<file path="src/rtl/lbist_controller_if.sv">
// Handshake bundle between the test access logic, the LBIST sequencer and the
// LFSR/MISR datapath strobes.
interface lbist_controller_if #(
    parameter int SIG_W        = 32,
    parameter int NUM_PATTERNS = 1000
);
    localparam int PAT_W = $clog2(NUM_PATTERNS + 1);

    logic             start;
    logic             abort;
    logic [SIG_W-1:0] misr_sig;
    logic             lfsr_reset;
    logic             lfsr_en;
    logic             capture_en;
    logic             misr_reset;
    logic             misr_en;
    logic             test_mode;
    logic             busy;
    logic [PAT_W-1:0] pat_count;
    logic             done;
    logic             pass;

    // Test access / datapath side.
    modport master (
        output start, abort, misr_sig,
        input  lfsr_reset, lfsr_en, capture_en, misr_reset, misr_en,
        input  test_mode, busy, pat_count, done, pass
    );

    // Sequencer side.
    modport slave (
        input  start, abort, misr_sig,
        output lfsr_reset, lfsr_en, capture_en, misr_reset, misr_en,
        output test_mode, busy, pat_count, done, pass
    );
endinterface

</file>
<file path="src/rtl/lbist_controller.sv">
// LBIST session sequencer: seeds the LFSR, runs NUM_PATTERNS shift/capture
// loops, lets the MISR settle, then compares the signature against GOLDEN.
module lbist_controller #(
    parameter int               NUM_PATTERNS = 1000,
    parameter int               SHIFT_LEN    = 286,
    parameter int               MISR_LAT     = 2,
    parameter int               SIG_W        = 32,
    parameter logic [SIG_W-1:0] GOLDEN       = '0
) (
    input  logic                clk,
    input  logic                reset,
    lbist_controller_if.slave   if_bist
);
    localparam int PAT_W   = $clog2(NUM_PATTERNS + 1);
    localparam int SHIFT_W = (SHIFT_LEN > 1) ? $clog2(SHIFT_LEN) : 1;
    localparam int DRAIN_W = (MISR_LAT > 1) ? $clog2(MISR_LAT) : 1;

    localparam logic [SHIFT_W-1:0] SHIFT_LAST = SHIFT_W'(SHIFT_LEN - 1);
    localparam logic [DRAIN_W-1:0] DRAIN_LAST = DRAIN_W'(MISR_LAT - 1);
    localparam logic [PAT_W-1:0]   PAT_LAST   = PAT_W'(NUM_PATTERNS);

    localparam logic [2:0] S_IDLE    = 3'd0;
    localparam logic [2:0] S_INIT    = 3'd1;
    localparam logic [2:0] S_SHIFT   = 3'd2;
    localparam logic [2:0] S_CAPTURE = 3'd3;
    localparam logic [2:0] S_DRAIN   = 3'd4;
    localparam logic [2:0] S_COMPARE = 3'd5;
    localparam logic [2:0] S_DONE    = 3'd6;

    logic [2:0]         r_state;
    logic [SHIFT_W-1:0] r_shift_cnt;
    logic [DRAIN_W-1:0] r_drain_cnt;
    logic [PAT_W-1:0]   r_pat_count;
    logic               r_pass;
    logic               r_done;
    logic               r_lfsr_reset;
    logic               r_lfsr_en;
    logic               r_capture_en;
    logic               r_misr_reset;
    logic               r_misr_en;
    logic               r_active;

    logic [2:0]         w_state_nxt;
    logic [PAT_W-1:0]   w_pat_inc;
    logic               w_active_nxt;

    assign w_pat_inc = r_pat_count + PAT_W'(1);

    always_comb begin
        // NOTE: default first so every path assigns w_state_nxt; otherwise a latch is inferred.
        w_state_nxt = r_state;
        case (r_state)
            S_IDLE:    if (if_bist.start) w_state_nxt = S_INIT;
            S_INIT:    w_state_nxt = S_SHIFT;
            S_SHIFT:   if (r_shift_cnt == SHIFT_LAST) w_state_nxt = S_CAPTURE;
            S_CAPTURE: begin
                if (w_pat_inc == PAT_LAST)
                    w_state_nxt = (MISR_LAT == 0) ? S_COMPARE : S_DRAIN;
                else
                    w_state_nxt = S_SHIFT;
            end
            S_DRAIN:   if (r_drain_cnt == DRAIN_LAST) w_state_nxt = S_COMPARE;
            S_COMPARE: w_state_nxt = S_DONE;
            S_DONE:    if (if_bist.start) w_state_nxt = S_INIT;
            default:   w_state_nxt = S_IDLE;
        endcase
        // abort outranks start in every state; in IDLE it simply holds IDLE.
        if (if_bist.abort) w_state_nxt = S_IDLE;
    end

    assign w_active_nxt = (w_state_nxt != S_IDLE) && (w_state_nxt != S_DONE);

    // NOTE: sequential state uses non-blocking assignments only, so every register samples pre-edge values.
    always_ff @(posedge clk or posedge reset) begin
        if (reset) begin
            r_state     <= S_IDLE;
            r_shift_cnt <= '0;
            r_drain_cnt <= '0;
            r_pat_count <= '0;
            r_pass      <= 1'b0;
        end else begin
            r_state <= w_state_nxt;

            if (r_state == S_SHIFT && w_state_nxt == S_SHIFT)
                r_shift_cnt <= r_shift_cnt + SHIFT_W'(1);
            else
                r_shift_cnt <= '0;

            if (r_state == S_DRAIN && w_state_nxt == S_DRAIN)
                r_drain_cnt <= r_drain_cnt + DRAIN_W'(1);
            else
                r_drain_cnt <= '0;

            if (w_state_nxt == S_IDLE || w_state_nxt == S_INIT)
                r_pat_count <= '0;
            else if (r_state == S_CAPTURE)
                r_pat_count <= w_pat_inc;

            if (r_state == S_COMPARE && w_state_nxt == S_DONE)
                r_pass <= (if_bist.misr_sig == GOLDEN);
            else if (w_state_nxt != S_DONE)
                r_pass <= 1'b0;
        end
    end

    // Strobes are registered from the next state so the datapath sees glitch-free levels.
    always_ff @(posedge clk or posedge reset) begin
        if (reset) begin
            r_lfsr_reset <= 1'b0;
            r_lfsr_en    <= 1'b0;
            r_capture_en <= 1'b0;
            r_misr_reset <= 1'b0;
            r_misr_en    <= 1'b0;
            r_active     <= 1'b0;
            r_done       <= 1'b0;
        end else begin
            r_lfsr_reset <= (w_state_nxt == S_INIT);
            r_lfsr_en    <= (w_state_nxt == S_SHIFT);
            r_capture_en <= (w_state_nxt == S_CAPTURE);
            r_misr_reset <= (w_state_nxt == S_INIT);
            r_misr_en    <= (w_state_nxt == S_CAPTURE);
            r_active     <= w_active_nxt;
            r_done       <= (w_state_nxt == S_DONE);
        end
    end

    assign if_bist.lfsr_reset = r_lfsr_reset;
    assign if_bist.lfsr_en    = r_lfsr_en;
    assign if_bist.capture_en = r_capture_en;
    assign if_bist.misr_reset = r_misr_reset;
    assign if_bist.misr_en    = r_misr_en;
    assign if_bist.test_mode  = r_active;
    assign if_bist.busy       = r_active;
    assign if_bist.pat_count  = r_pat_count;
    assign if_bist.done       = r_done;
    assign if_bist.pass       = r_pass;

    a_strobe_onehot: assert property (@(posedge clk) disable iff (reset)
        $onehot0({r_lfsr_en, r_capture_en, r_lfsr_reset}));

endmodule

</file>
<file path="src/flat_wrapper.sv">
// flat-port wrapper written by rule: the top's interface ports become plain ports
module lbist_controller_flat 
#(
    parameter int               NUM_PATTERNS = 1000,
    parameter int               SHIFT_LEN    = 286,
    parameter int               MISR_LAT     = 2,
    parameter int               SIG_W        = 32,
    parameter logic [SIG_W-1:0] GOLDEN       = '0
)
  (clk, reset, if_bist_start, if_bist_abort, if_bist_misr_sig, if_bist_lfsr_reset, if_bist_lfsr_en, if_bist_capture_en, if_bist_misr_reset, if_bist_misr_en, if_bist_test_mode, if_bist_busy, if_bist_pat_count, if_bist_done, if_bist_pass);
  lbist_controller_if #(.SIG_W(SIG_W), .NUM_PATTERNS(NUM_PATTERNS)) if_bist_i ();
  input  logic clk;
  input  logic reset;
  input wire logic [$bits(if_bist_i.start)-1:0] if_bist_start;
  input wire logic [$bits(if_bist_i.abort)-1:0] if_bist_abort;
  input wire logic [$bits(if_bist_i.misr_sig)-1:0] if_bist_misr_sig;
  output wire logic [$bits(if_bist_i.lfsr_reset)-1:0] if_bist_lfsr_reset;
  output wire logic [$bits(if_bist_i.lfsr_en)-1:0] if_bist_lfsr_en;
  output wire logic [$bits(if_bist_i.capture_en)-1:0] if_bist_capture_en;
  output wire logic [$bits(if_bist_i.misr_reset)-1:0] if_bist_misr_reset;
  output wire logic [$bits(if_bist_i.misr_en)-1:0] if_bist_misr_en;
  output wire logic [$bits(if_bist_i.test_mode)-1:0] if_bist_test_mode;
  output wire logic [$bits(if_bist_i.busy)-1:0] if_bist_busy;
  output wire logic [$bits(if_bist_i.pat_count)-1:0] if_bist_pat_count;
  output wire logic [$bits(if_bist_i.done)-1:0] if_bist_done;
  output wire logic [$bits(if_bist_i.pass)-1:0] if_bist_pass;
  assign if_bist_i.start = if_bist_start;
  assign if_bist_i.abort = if_bist_abort;
  assign if_bist_i.misr_sig = if_bist_misr_sig;
  assign if_bist_lfsr_reset = if_bist_i.lfsr_reset;
  assign if_bist_lfsr_en = if_bist_i.lfsr_en;
  assign if_bist_capture_en = if_bist_i.capture_en;
  assign if_bist_misr_reset = if_bist_i.misr_reset;
  assign if_bist_misr_en = if_bist_i.misr_en;
  assign if_bist_test_mode = if_bist_i.test_mode;
  assign if_bist_busy = if_bist_i.busy;
  assign if_bist_pat_count = if_bist_i.pat_count;
  assign if_bist_done = if_bist_i.done;
  assign if_bist_pass = if_bist_i.pass;
  lbist_controller #(.NUM_PATTERNS(NUM_PATTERNS), .SHIFT_LEN(SHIFT_LEN), .MISR_LAT(MISR_LAT), .SIG_W(SIG_W), .GOLDEN(GOLDEN)) u_core (.clk(clk), .reset(reset), .if_bist(if_bist_i));
endmodule
</file>
<file path="config.mk">
export PLATFORM = sky130hd
export DESIGN_NAME = lbist_controller_flat
export DESIGN_NICKNAME = d
export VERILOG_FILES = /design/src/rtl/lbist_controller_if.sv /design/src/rtl/lbist_controller.sv /design/src/flat_wrapper.sv
export SDC_FILE = /design/constraint.sdc
export NUM_CORES = 1
export LEC_CHECK = 0
export BUFFER_PORTS_ARGS = -buffer_cell sky130_fd_sc_hd__buf_2
export CORE_UTILIZATION = 35
export DETAILED_ROUTE_END_ITERATION = 8
export GPL_TIMING_DRIVEN = 1
export PLACE_DENSITY = 0.63
export SLEW_MARGIN = 20
export SYNTH_ARGS = -nofsm -noshare
export SYNTH_HDL_FRONTEND = slang
export SYNTH_SLANG_ARGS = --single-unit
</file>
<file path="constraint.sdc">
create_clock -name clk -period 3.57 [get_ports clk]
set_input_delay 0.357 -clock clk [delete_from_list [all_inputs] [get_ports clk]]
set_output_delay 0.357 -clock clk [all_outputs]
set_load 0.02 [all_outputs]
</file>
; ---- After elaboration in Yosys (flattened, before gate mapping)
; Cells that the tools add are included.
[word_totals]
register_bits = 29
inputBits = 36
output_inout_bits = 19
wordCells = 51
[classes]
addsub = 3
n_eq_ne = 14
mux = 12
n_reduce_logical = 12
[ops]
columns = cell, count
row1 = 32-bit logical NOT, 1
row2 = 10-bit two-way mux, 2
row3 = 3-bit one-hot mux with 6 select lines, 1
row4 = 3-bit == test (second input constant), 5
row5 = 3-bit two-way mux, 5
row6 = 3-bit by 2-bit == test with 1-bit output (second input constant), 4
row7 = 10-bit by 1-bit adder with 10-bit output (second input constant), 1
row8 = 10-bit == test (second input constant), 1
row9 = 9-bit by 1-bit adder with 9-bit output (second input constant), 1
row10 = 9-bit == test (second input constant), 1
row11 = 9-bit two-way mux, 1
row12 = 3-bit by 1-bit == test with 1-bit output (second input constant), 2
row13 = 3-bit logical NOT, 2
row14 = 1-bit logical AND, 4
row15 = 2-bit nonzero test, 2
row16 = 1-bit two-way mux, 3
row17 = 3-bit != test (second input constant), 1
row18 = 3-bit nonzero test, 1
row19 = 2-bit OR reduction, 1
row20 = 1-bit adder (second input constant), 1
row21 = 1-bit logical OR, 1

; ---- Depth between registers and ports, before layout
; Gate-level depths: netlist (run 1).
[depth]
depth_word = 8
mapped_depth = 7
depth_no_buf = 6

; ---- Worst setup path after synthesis (run 1)
; No wires, ideal clock.
[synth_path]
path_kind = flip-flop to flip-flop
startpoint = register u_core.r_pat_count[3] (netlist: u_core.if_bist.pat_count[3])
endpoint = register u_core.r_lfsr_en (netlist: u_core.if_bist.lfsr_en)
setup_time_ns = 0.121
arrival_ns = 1.512
required_ns = 3.449
slack_ns = 1.938
stages_incl_launch_ff = 7
n_path_buf = 1
period_less_slack_ns = 1.632
path_cell_list = dfrtp_1 > buf_2 > nand4b_1 > mux2_2 > a211oi_2 > nand3_1 > and4b_1
[synth_between]
elab_chain_len = 6
[synth_lines]
columns = element, line_no
row1 = start: declaration, lbist_controller.sv:33  ; logic [PAT_W-1:0] r_pat_count;
row2 = start signal: assignment, lbist_controller.sv:97  ; r_pat_count <= w_pat_inc;
row3 = 10-bit by 1-bit adder with 10-bit output, lbist_controller.sv:47  ; assign w_pat_inc = r_pat_count + PAT_W'(1);
row4 = 10-bit == test, lbist_controller.sv:57  ; if (w_pat_inc == PAT_LAST)
row5 = 3-bit two-way mux, lbist_controller.sv:57
row6 = 3-bit one-hot mux with 6 select lines, lbist_controller.sv:52  ; case (r_state)
row7 = 3-bit two-way mux, lbist_controller.sv:68  ; if (if_bist.abort) w_state_nxt = S_IDLE;
row8 = 3-bit by 2-bit == test with 1-bit output, lbist_controller.sv:118  ; r_lfsr_en <= (w_state_nxt == S_SHIFT);
row9 = end signal: assignment, lbist_controller.sv:118
row10 = end: declaration, lbist_controller.sv:37  ; logic r_lfsr_en;
; Every way passes these cells.
; A chain may end at the register's enable or synchronous reset.

; ---- Final worst setup path (run 1)
[layout_path]
startpoint = register u_core.r_state[2]
endpoint = register u_core.r_pat_count[7] (netlist: u_core.if_bist.pat_count[7])
[layout_between]
elab_chain_len = 7
elab_cells_between_ends = 18
classes_between = eq/ne: 7 / mux: 6 / reduce/logical: 5
[layout_lines]
columns = element, line_no
row1 = start: declaration, lbist_controller.sv:30  ; logic [2:0] r_state;
row2 = start signal: assignment, lbist_controller.sv:82  ; r_state <= w_state_nxt;
row3 = 3-bit == test or 3-bit logical NOT (tied branches), lbist_controller.sv:52
row4 = 2-bit OR reduction (no line), -
row5 = 3-bit one-hot mux with 6 select lines, lbist_controller.sv:52
row6 = 3-bit two-way mux, lbist_controller.sv:68
row7 = 3-bit by 1-bit == test with 1-bit output or 3-bit logical NOT (tied branches), lbist_controller.sv:94  ; if (w_state_nxt == S_IDLE || w_state_nxt == S_INIT)
row8 = 1-bit logical OR, lbist_controller.sv:94
row9 = 10-bit two-way mux or 2-bit nonzero test (tied branches), -
; Parallel ways exist; a longest one is shown, timed or not.

==> metrics.csv, run 1 <==
metric;value;unit
cts_hold_buf;0;
drive_gt1_share;30.6;%
io_buffers;54;
synth-compound-area-share;4.91;%
critPathArrivalTime;1.90;ns
synth_edf_count;0;
vias;1278;
hold_path.class;in2async;
clk_pin_slew_worst_paths;0.07;ns
grt_pass1_wl;5210;microns
nets;254;
hpwl;2240;microns
intPower;502;uW
stdcell_count;266;
yosys.area_share.simple;28.8;%
synth_fp_nets;202;
cts.path.max_buffers;2;
antenna_found_initial;0;
reg2reg_depth;4;
drt_first_iter_violations;52;
crit_type;reg2reg;
die_w;68.1;microns
grt_usage;15.4;%
wl;3020;microns
grt_max_degree;30;
drt_pass1_iterations;4;
p_seq_share;50.7;%
core-area;4090;sq um
vdd_drop_max;204;uV
ys_types;33;
yosys-top-cells-count;dfrtp_1 (29), nor2_1 (29), nand3_1 (14);
synth_xor_area_share;8.59;%
regArea;726;sq um
cts.repair.resized;0;
syn_area;1530;sq um
sw_frac_of_total;26.5;%
drv_slew;0;
p_leak;0.917;nW
multiInputGateArea;726;sq um
rsz0062_at_grt;no;
synthTopCellsByArea;dfrtp_1 (47%), nor2_1 (7.1%), xor2_1 (6.3%);
max_slew_margin;60.2;%
fmax;591;MHz
cp-start-kind;flop;
critPathCaptureType;flop;
period_share;47.4;%
post_drt_wl_per_cell;11.3;microns
synth_top_area_share;47.4;%
fillers;415;
pwr-share-clk;38.4;%
overflow;0;
cp.required;3.78;ns
place.gp.congestion;0.764;
p_switching;181;uW
num_rows;23;
synth_mux_area_share;2.70;%
r2r_slack;1.88;ns
numCtsBuffers;5;
finalSetupTns;0;ns
ant_nets;0;
dieHeight;68.1;microns
synthArstFlopShare;100;%
cts_tree;done;
initial_utilization;37.4;%
clk-insertion-delay-late;0.28;ns
period_needed;1.69;ns
crit_fanout;12;
h-tree-depth;2;
syn_avg_cell_area;9.39;sq um
hold_viol_final;0;
post_cts_buffers;0;
postLayoutCellArea;1890;sq um
drv_cap;0;
pwr_density_cell;361;nW/um^2
tightest_slew;0.596;ns
dp_cells;258;
clock_skew;0.0118;ns
combPwrFrac;10.9;%
grt_pass1_vias;1182;
area.growth.synth_to_final;23.5;%
status;complete, no violations;
diodes;0;
via_per_inst;4.80;
synth_top_area_cell;dfrtp_1;
place_area;1800;sq um
ys_warn_count;0;
ys_seq_area_share;47.4;%
power;683;uW
setup_viol;0;
dieArea;4640;sq um
synthAdderAreaFrac;2.45;%
drc_errors;0;
ys_ff_latch;29;
synth_top_family_by_area;simple AND/OR/NAND/NOR gates;
cts_sinks;29;
ios;55;
netlist_instances;163;
cts_root_buf;clkbuf_8;
synth_flop_cell;dfrtp_1;
==> layout by cell type, fill, tap and decap left out, types with 2 or more instances in the layout <==
| cell | count |
|---|---|
| a21oi_1 | 5 |
| and3_1 | 5 |
| buf_2 | 54 |
| clkbuf_8 | 5 |
| clkinv_2 | 2 |
| dfrtp_1 | 29 |
| ha_1 | 3 |
| inv_1 | 4 |
| mux2i_1 | 3 |
| nand2_1 | 9 |
| nand3_1 | 14 |
| nand4_1 | 4 |
| nand4b_1 | 2 |
| nor2_1 | 29 |
| nor2b_1 | 3 |
| nor3_1 | 3 |
| nor4_1 | 8 |
| o21ai_0 | 3 |
| or3_1 | 3 |
| xnor2_1 | 4 |
| xor2_1 | 11 |
==> metrics by stage <==
stage	util, %	hold slack (ns)	setup slack [ns]
2_1_floorplan	-	0.420	1.94
3_3_place_gp	44.1	0.519	1.92
3_5_place_dp	44.1	0.534	1.89
4_1_cts	46.2	0.302	1.88
5_1_grt	46.2	0.194	1.70
6_report	46.2	0.133	1.88
==> cell families after synthesis <==
kind of cell | after synthesis
mux | 4
fa+ha+maj | 3
compound gates | 12
simple gates | 86
flops | 29
xor+xnor | 15
buf+inv | 14
==> final timing paths <==
| check | start | endpoint |
|---|---|---|
| min in group clk | if_bist_abort | u_core.r_state[1]$_DFF_PP0_ |
| min reg2reg | u_core.if_bist.pass$_DFFE_PP0P_ | u_core.if_bist.pass$_DFFE_PP0P_ |
| max in group asynchronous | reset | u_core.r_drain_cnt$_DFF_PP0_ |
| min | reset | u_core.if_bist.capture_en$_DFF_PP0_ |
| max | u_core.r_state[2]$_DFF_PP0_ | u_core.if_bist.pat_count[7]$_DFFE_PP0P_ |
| max reg2reg | u_core.r_state[2]$_DFF_PP0_ | u_core.if_bist.pat_count[7]$_DFFE_PP0P_ |
==> metal layers <==
metal	routed length, microns	vias to the layer above	track usage [%]
li1	-	660	-
met1	1410	595	19.8
met2	1460	19	23.3
met3	126	4	6.17
met4	27	0	5.21
met5	0	-	0
==> power groups by stage <==
| stage | Sequential [mW] | Combinational, mW | Clock (mW) |
|---|---|---|---|
| 2_1_floorplan | 0.352 | 0.0480 | 0 |
| 3_3_place_gp | 0.352 | 0.0751 | 0 |
| 3_5_place_dp | 0.352 | 0.0754 | 0 |
| 4_1_cts | 0.346 | 0.0756 | 0.269 |
| 5_1_grt | 0.348 | 0.0847 | 0.286 |
| 6_report | 0.346 | 0.0743 | 0.262 |
==> area by class of cell <==
| class | instances | area share [%] |
|---|---|---|
| inverter | 5 | 0.993 |
| clock inverter | 3 | 0.927 |
| multi-input combinational | 120 | 38.4 |
| timing repair buffer | 54 | 14.3 |
| sequential | 29 | 38.4 |
| clock buffer | 5 | 3.64 |
| tap | 50 | 3.31 |
==> worst max-delay path, cell delays in order (launching register included) <==
cell and delay [ns]:
dfrtp_1 0.49, and3b_1 0.41, nand4_2 0.20, or3_1 0.38, a21oi_1 0.14
==> registers in the layout, summed over array words and instances (netlist names) <==
signal,cells
u_core.if_bist.lfsr_en,1
u_core.if_bist.pat_count,10
u_core.if_bist.pass,1
u_core.if_bist.done,1
u_core.if_bist.busy,1
u_core.r_drain_cnt,1
u_core.r_shift_cnt,9
u_core.r_state,3
u_core.if_bist.capture_en,1
u_core.if_bist.lfsr_reset,1
Note: power is estimated with default switching activity, not from simulation.
==> inputs of run 2 (changes only) <==
--- a/config.mk
+++ b/config.mk
@@ -5,11 +5,12 @@
 export SDC_FILE = /design/constraint.sdc
 export NUM_CORES = 1
 export LEC_CHECK = 0
+export ABC_AREA = 1
 export BUFFER_PORTS_ARGS = -buffer_cell sky130_fd_sc_hd__buf_2
 export CORE_UTILIZATION = 35
 export DETAILED_ROUTE_END_ITERATION = 8
 export GPL_TIMING_DRIVEN = 1
-export PLACE_DENSITY = 0.63
+export PLACE_DENSITY = 0.62
 export SLEW_MARGIN = 20
 export SYNTH_ARGS = -nofsm -noshare
 export SYNTH_HDL_FRONTEND = slang
==> constraint.sdc (replaced) <==
create_clock -name clk -period 1.6 [get_ports clk]
set_input_delay 0.16 -clock clk [delete_from_list [all_inputs] [get_ports clk]]
set_output_delay 0.16 -clock clk [all_outputs]
set_load 0.02 [all_outputs]
==> metrics.csv, run 2 <==
metric;value;unit;change
period_share;121;%;+73 points
synth_fp_nets;245;;+21%
ant_nets;0;;unchanged
cts_tree;done;;
drc_errors;0;;unchanged
io_buffers;54;;unchanged
ys_ff_latch;29;;unchanged
max_slew_margin;74.0;%;+14 points
cts_sinks;29;;unchanged
fillers;422;;+1.7%
ys_warn_count;0;;unchanged
setup_viol;27;;+27
synth_top_area_cell;dfrtp_1;;
drt_first_iter_violations;86;;+65%
clk-insertion-delay-late;0.28;ns;about the same
tightest_slew;0.391;ns;-0.205 ns
ios;55;;unchanged
hold_path.class;in2reg;;
clock_skew;0.00459;ns;-0.00716 ns
diodes;0;;unchanged
grt_pass1_vias;1564;;+32%
ys_types;26;;-21%
synth_top_area_share;44.8;%;-2.6 points
grt_max_degree;30;;unchanged
layout_commonest_cell;buf_2;;
grt_pass1_wl;6870;microns;+32%
syn_area;1620;sq um;+5.8%
crit_fanout;5;;-7
drv_slew;0;;unchanged
synth_flop_cell;dfrtp_1;;
fmax;518;MHz;-12%
cts_root_buf;clkbuf_8;;
pre_cts_slack;-0.314;ns;-2.20 ns
ys_seq_area_share;44.8;%;-2.6 points
rsz0062_at_grt;yes;;
cts.path.max_buffers;2;;unchanged
core-area;4410;sq um;+8.0%
antenna_found_initial;0;;unchanged
h-tree-depth;2;;unchanged
synthTopCellsByArea;dfrtp_1 (45%), nand2_1 (10%), nor2_1 (8.6%);;
yosys-top-cells-count;nand2_1 (45), nor2_1 (37), dfrtp_1 (29);;
largest_reg_flops;10;;unchanged
stdcell_count;350;;+32%
period_needed;1.93;ns;+0.238 ns
hpwl;2780;microns;+24%
critPathArrivalTime;2.10;ns;+0.20 ns
hold_viol_final;0;;unchanged
drive_gt1_share;37.6;%;+7.0 points
place.gp.congestion;0.804;;+5.1%
vdd_drop_max;436;uV;+110%
dp_cells;329;;+28%
wirelength_met1;1880;microns;+34%
netlist_instances;206;;+26%
die_w;70.0;microns;+2.8%
post_drt_wl_per_cell;11.6;microns;+2.5%
initial_utilization;36.7;%;-0.77 points
via_per_inst;4.75;;-1.0%
maxUsedRoutingLayer;met4;;
synthArstFlopShare;100;%;unchanged
wl;4070;microns;+35%
power;1.57;mW;+130%
vias;1664;;+30%
crit_type;reg2reg;;
final_cell_mix;buf_2 (54), nand2_1 (43), nor2_1 (35), buf_4 (27), dfrtp_1 (26);;
drt_pass1_iterations;4;;unchanged
dieArea;4900;sq um;+5.6%
synth_edf_count;0;;unchanged
critPathCaptureType;flop;;
clk_pin_slew_worst_paths;0.06;ns;about the same
num_rows;24;;+4.3%
nets;336;;+32%
dr_wl_met3;282;microns;+120%
synthMostInstantiatedCell;nand2_1;;
dieHeight;70.0;microns;+2.8%
violations;setup timing;;
post-route-util;53.2;%;+7.0 points
drv_cap;0;;unchanged
holdWs;0.161;ns;+0.0285 ns
syn_avg_cell_area;7.86;sq um;-16%
r2r_slack;-0.33;ns;-2.21 ns
status;complete, but fails checks;;
wl_met2;1870;microns;+29%
cp.required;1.77;ns;-2.01 ns
overflow;0;;unchanged
numCtsBuffers;5;;unchanged
area.growth.synth_to_final;45.1;%;
worst_slack;-0.331;ns;-2.21 ns
grt_usage;18.0;%;+2.6 points
p_leak;1.17;nW;+27%
pwr_density_cell;670;nW/um^2;+85%
cp-start-kind;flop;;
==> run 2: cell types whose count changed after synthesis, sizes merged, moves of 4 or more <==
| cell | before | now |
|---|---|---|
| nand2 | 9 | 47 |
| inv | 5 | 25 |
| nor2 | 29 | 41 |
| o21ai | 3 | 11 |
| and3 | 5 | 0 |
| buf | 8 | 3 |
| xor2 | 11 | 6 |
| nand3 | 14 | 10 |
==> run 2: critical path, stage by stage (launching register included) <==
cell,delay [ns]
dfrtp_2,0.42
ha_4,0.18
nand3_4,0.08
nor2_4,0.10
nor2_1,0.05
nor2_1,0.13
nand2_1,0.09
nor2_2,0.13
nand2_1,0.07
nand2_2,0.11
a21oi_4,0.11
buf_6,0.13
nor2_4,0.16
nor2_1,0.07
==> run 2: final timing paths <==
kind,start,to,depth (start not counted)
worst max-delay path,u_core.if_bist.pat_count[0]$_DFFE_PP0P_,u_core.if_bist.pat_count[5]$_DFFE_PP0P_,13
worst min-delay path,if_bist_abort,u_core.r_state[1]$_DFF_PP0_,2
worst max register to register,u_core.if_bist.pat_count[0]$_DFFE_PP0P_,u_core.if_bist.pat_count[5]$_DFFE_PP0P_,13
worst min register to register,u_core.r_drain_cnt$_DFF_PP0_,u_core.r_drain_cnt$_DFF_PP0_,1
max in group asynchronous,reset,u_core.if_bist.pat_count[1]$_DFFE_PP0P_,4
min in group asynchronous,reset,u_core.if_bist.pat_count[5]$_DFFE_PP0P_,4
==> run 2: through the flow <==
| stage | TNS (ns) | cell area (sq um) |
|---|---|---|
| floorplan | -4.63 | 1630 |
| global placement | -5.96 | 2100 |
| detailed placement | -6.88 | 2100 |
| CTS | -5.43 | 2330 |
| global route | -10.60 | 2350 |
| finish | -6.34 | 2350 |
==> run 2: layout make-up <==
cell class | count | area [sq um] | share of cell area (%)
Sequential cell | 29 | 729 | 31.0
Multi-Input combinational cell | 151 | 860 | 36.6
Tap cell | 52 | 65.1 | 2.77
Inverter | 25 | 98.8 | 4.21
Timing Repair Buffer | 85 | 517 | 22.0
Clock buffer | 8 | 80.1 | 3.41
==> run 2: per-layer routing <==
| layer | global-route usage (%) | vias to the layer above |
|---|---|---|
| li1 | - | 852 |
| met1 | 22.5 | 750 |
| met2 | 28.7 | 58 |
| met3 | 5.77 | 4 |
| met4 | 7.11 | 0 |
| met5 | 0 | - |
==> run 2: logic make-up (layout without fill, tap and decap cells) <==
logic type,count (synthesis),after routing,share of synthesized area [%]
simple gates,119,121,34.2
compound gates,17,18,6.34
xor+xnor,9,9,4.87
fa+ha+maj,3,3,2.32
buf+inv,29,118,7.42
flops,29,29,44.8
==> run 2: power by group <==
group	switching, mW	internal, mW	total (mW)
logic	0.131	0.0986	0.230
registers	0.00928	0.749	0.758
clock network	0.277	0.308	0.585
total	0.418	1.16	1.57
==> run 2: repair_timing <==
action	in CTS	in global routing
endpoints found under the hold margin	29	0
cloned	3	0
buffers inserted	8	1
gates resized for setup	13	3
hold buffers	1	0
pin swaps	13	12
endpoints found under the setup margin	28	28
==> inputs of run 3 (changes only) <==
==> constraint.sdc (replaced) <==
create_clock -name clk -period 2.25 [get_ports clk]
set_input_delay 0.225 -clock clk [delete_from_list [all_inputs] [get_ports clk]]
set_output_delay 0.225 -clock clk [all_outputs]
set_load 0.02 [all_outputs]
==> metrics.csv, run 3 (synthesized netlist as in run 2, its figures left out) <==
metric;value;unit;change
drc_errors;0;;unchanged
max_slew_margin;64.2;%;-9.7 points
cts.path.max_buffers;2;;unchanged
slowest_stage;dfrtp_1;;
initial_utilization;36.7;%;unchanged
layout_commonest_cell;buf_2;;
post_cts_buffers;0;;-8
die_w;70.0;microns;unchanged
worst_slack;0.187;ns;+0.517 ns
vdd_drop_max;262;uV;-40%
r2r_start;u_core.if_bist.pat_count[1]$_DFFE_PP0P_;;
setup_viol;0;;-100%
area.growth.synth_to_final;25.6;%;
core-area;4410;sq um;unchanged
dp_cells;310;;-5.8%
diodes;0;;unchanged
dieArea;4900;sq um;unchanged
drv_cap;0;;unchanged
crit_fanout;8;;+3
grt_pass1_vias;1389;;-11%
overflow;0;;unchanged
cts_sinks;29;;unchanged
cts_hold_buf;0;;-1
path_cells;ha_2, nand3_2, nor2_2, nor2_1, nor2_1, nand2_1, nor2_1, nand2_1, nand2_2, a21oi_4, nor2_2, nor2_1;;
grt_pass1_wl;5980;microns;-13%
wl;3540;microns;-13%
clk_pin_slew_worst_paths;0.06;ns;about the same
finalSetupTns;0;ns;+6.34 ns
rsz0062_at_grt;no;;
pwr_density_cell;528;nW/um^2;-21%
largest_reg_flops;10;;unchanged
via_per_inst;4.72;;-0.70%
cts_root_buf;clkbuf_8;;
antenna_found_initial;0;;unchanged
hold_viol_final;0;;unchanged
cp.required;2.41;ns;+0.64 ns
cts_tree;done;;
holdWs;0.0102;ns;-0.151 ns
place.gp.congestion;0.775;;-3.6%
cp-startpoint;u_core.if_bist.pat_count[1]$_DFFE_PP0P_;;
grt_usage;15.4;%;-2.6 points
hpwl;2630;microns;-5.4%
post_drt_wl_per_cell;11.1;microns;-4.5%
stdcell_count;319;;-8.9%
drv_slew;0;;unchanged
numCtsBuffers;5;;unchanged
fmax;485;MHz;-6.4%
vias;1506;;-9.5%
crit_type;reg2reg;;
hold_path.class;in2async;;
place_area;1940;sq um;-7.5%
drt_pass1_iterations;5;;+1
ant_nets;0;;unchanged
postLayoutCellArea;2030;sq um;-13%
clk-insertion-delay-late;0.27;ns;about the same
dieHeight;70.0;microns;unchanged
h-tree-depth;2;;unchanged
drive_gt1_share;28.1;%;-9.5 points
drt_first_iter_violations;65;;-24%
reg2reg_depth;12;;-1
clock_skew;0.00194;ns;-0.00265 ns
slowest_delay;0.42;ns;about the same
critPathCaptureType;flop;;
nets;305;;-9.2%
period_share;91.7;%;-29 points
period_needed;2.06;ns;+0.133 ns
final_cell_mix;buf_2 (54), nand2_1 (45), nor2_1 (37), dfrtp_1 (28), inv_1 (24);;
grt_max_degree;30;;unchanged
status;complete, no violations;;
critPathArrivalTime;2.22;ns;+0.12 ns
pre_cts_slack;0.181;ns;+0.495 ns
cp-start-kind;flop;;
p_leak;1.01;nW;-13%
tightest_slew;0.533;ns;+0.142 ns
critical_path.most_common_cell;nor2_1;;
io_buffers;54;;unchanged
fillers;451;;+6.9%
cts.repair.resized;0;;-13
num_rows;24;;unchanged
ios;55;;unchanged
## run 3: cell count changes in the layout (fill, tap and decap cells not counted), sizes merged
cell / delta
nand4: -1
a21oi: -1
buf: -28
dlygate4sd3: -1
## run 3: final timing paths
kind                                                                end  slack (ns)
max in group asynchronous       u_core.if_bist.pat_count[0]$_DFFE_PP0P_        1.95
worst min register to register             u_core.r_drain_cnt$_DFF_PP0_        0.44
worst max register to register  u_core.if_bist.pat_count[4]$_DFFE_PP0P_        0.19
min in group clk                            u_core.r_state[1]$_DFF_PP0_        0.23
worst max-delay path            u_core.if_bist.pat_count[4]$_DFFE_PP0P_        0.19
worst min-delay path            u_core.if_bist.pat_count[3]$_DFFE_PP0P_        0.01
## run 3: per-layer routing
metal  GRT usage [%]  vias up  share of wire, %
met5               0        -                 0
met2            25.6       59                45
met4            6.00        0               2.0
li1                -      782                 -
met3            4.91        7               7.6
met1            18.5      658                46
## run 3: area by class of cell
cell class | instances | area (sq um) | area share, %
Multi-Input combinational cell | 149 | 782 | 38.5
Tap cell | 52 | 65.1 | 3.20
Sequential cell | 29 | 727 | 35.8
Clock buffer | 8 | 80.1 | 3.94
Inverter | 25 | 93.8 | 4.62
Timing Repair Buffer | 56 | 285 | 14.0
## run 3: through the flow
step | total power [mW] | utilization, %
2_1_floorplan | 0.626 | -
3_3_place_gp | 0.677 | 44.0
3_5_place_dp | 0.680 | 44.0
4_1_cts | 1.09 | 45.8
5_1_grt | 1.13 | 46.1
6_report | 1.07 | 46.1
## run 3: where the power goes
group	internal (mW)	total, mW	leakage [nW]	switching, mW
logic	0.0499	0.132	0.574	0.0824
registers	0.533	0.539	0.400	0.00684
clock network	0.219	0.401	0.0395	0.182
## run 3: critical path, delay by kind of cell, from the launching register on
kind / cells / cell delay (ns)
AND/OR/NAND/NOR: 10 / 1.16
AO/OA/AOI/OAI: 1 / 0.11
adder cells (fa/ha/maj): 1 / 0.25
flip-flops: 1 / 0.42
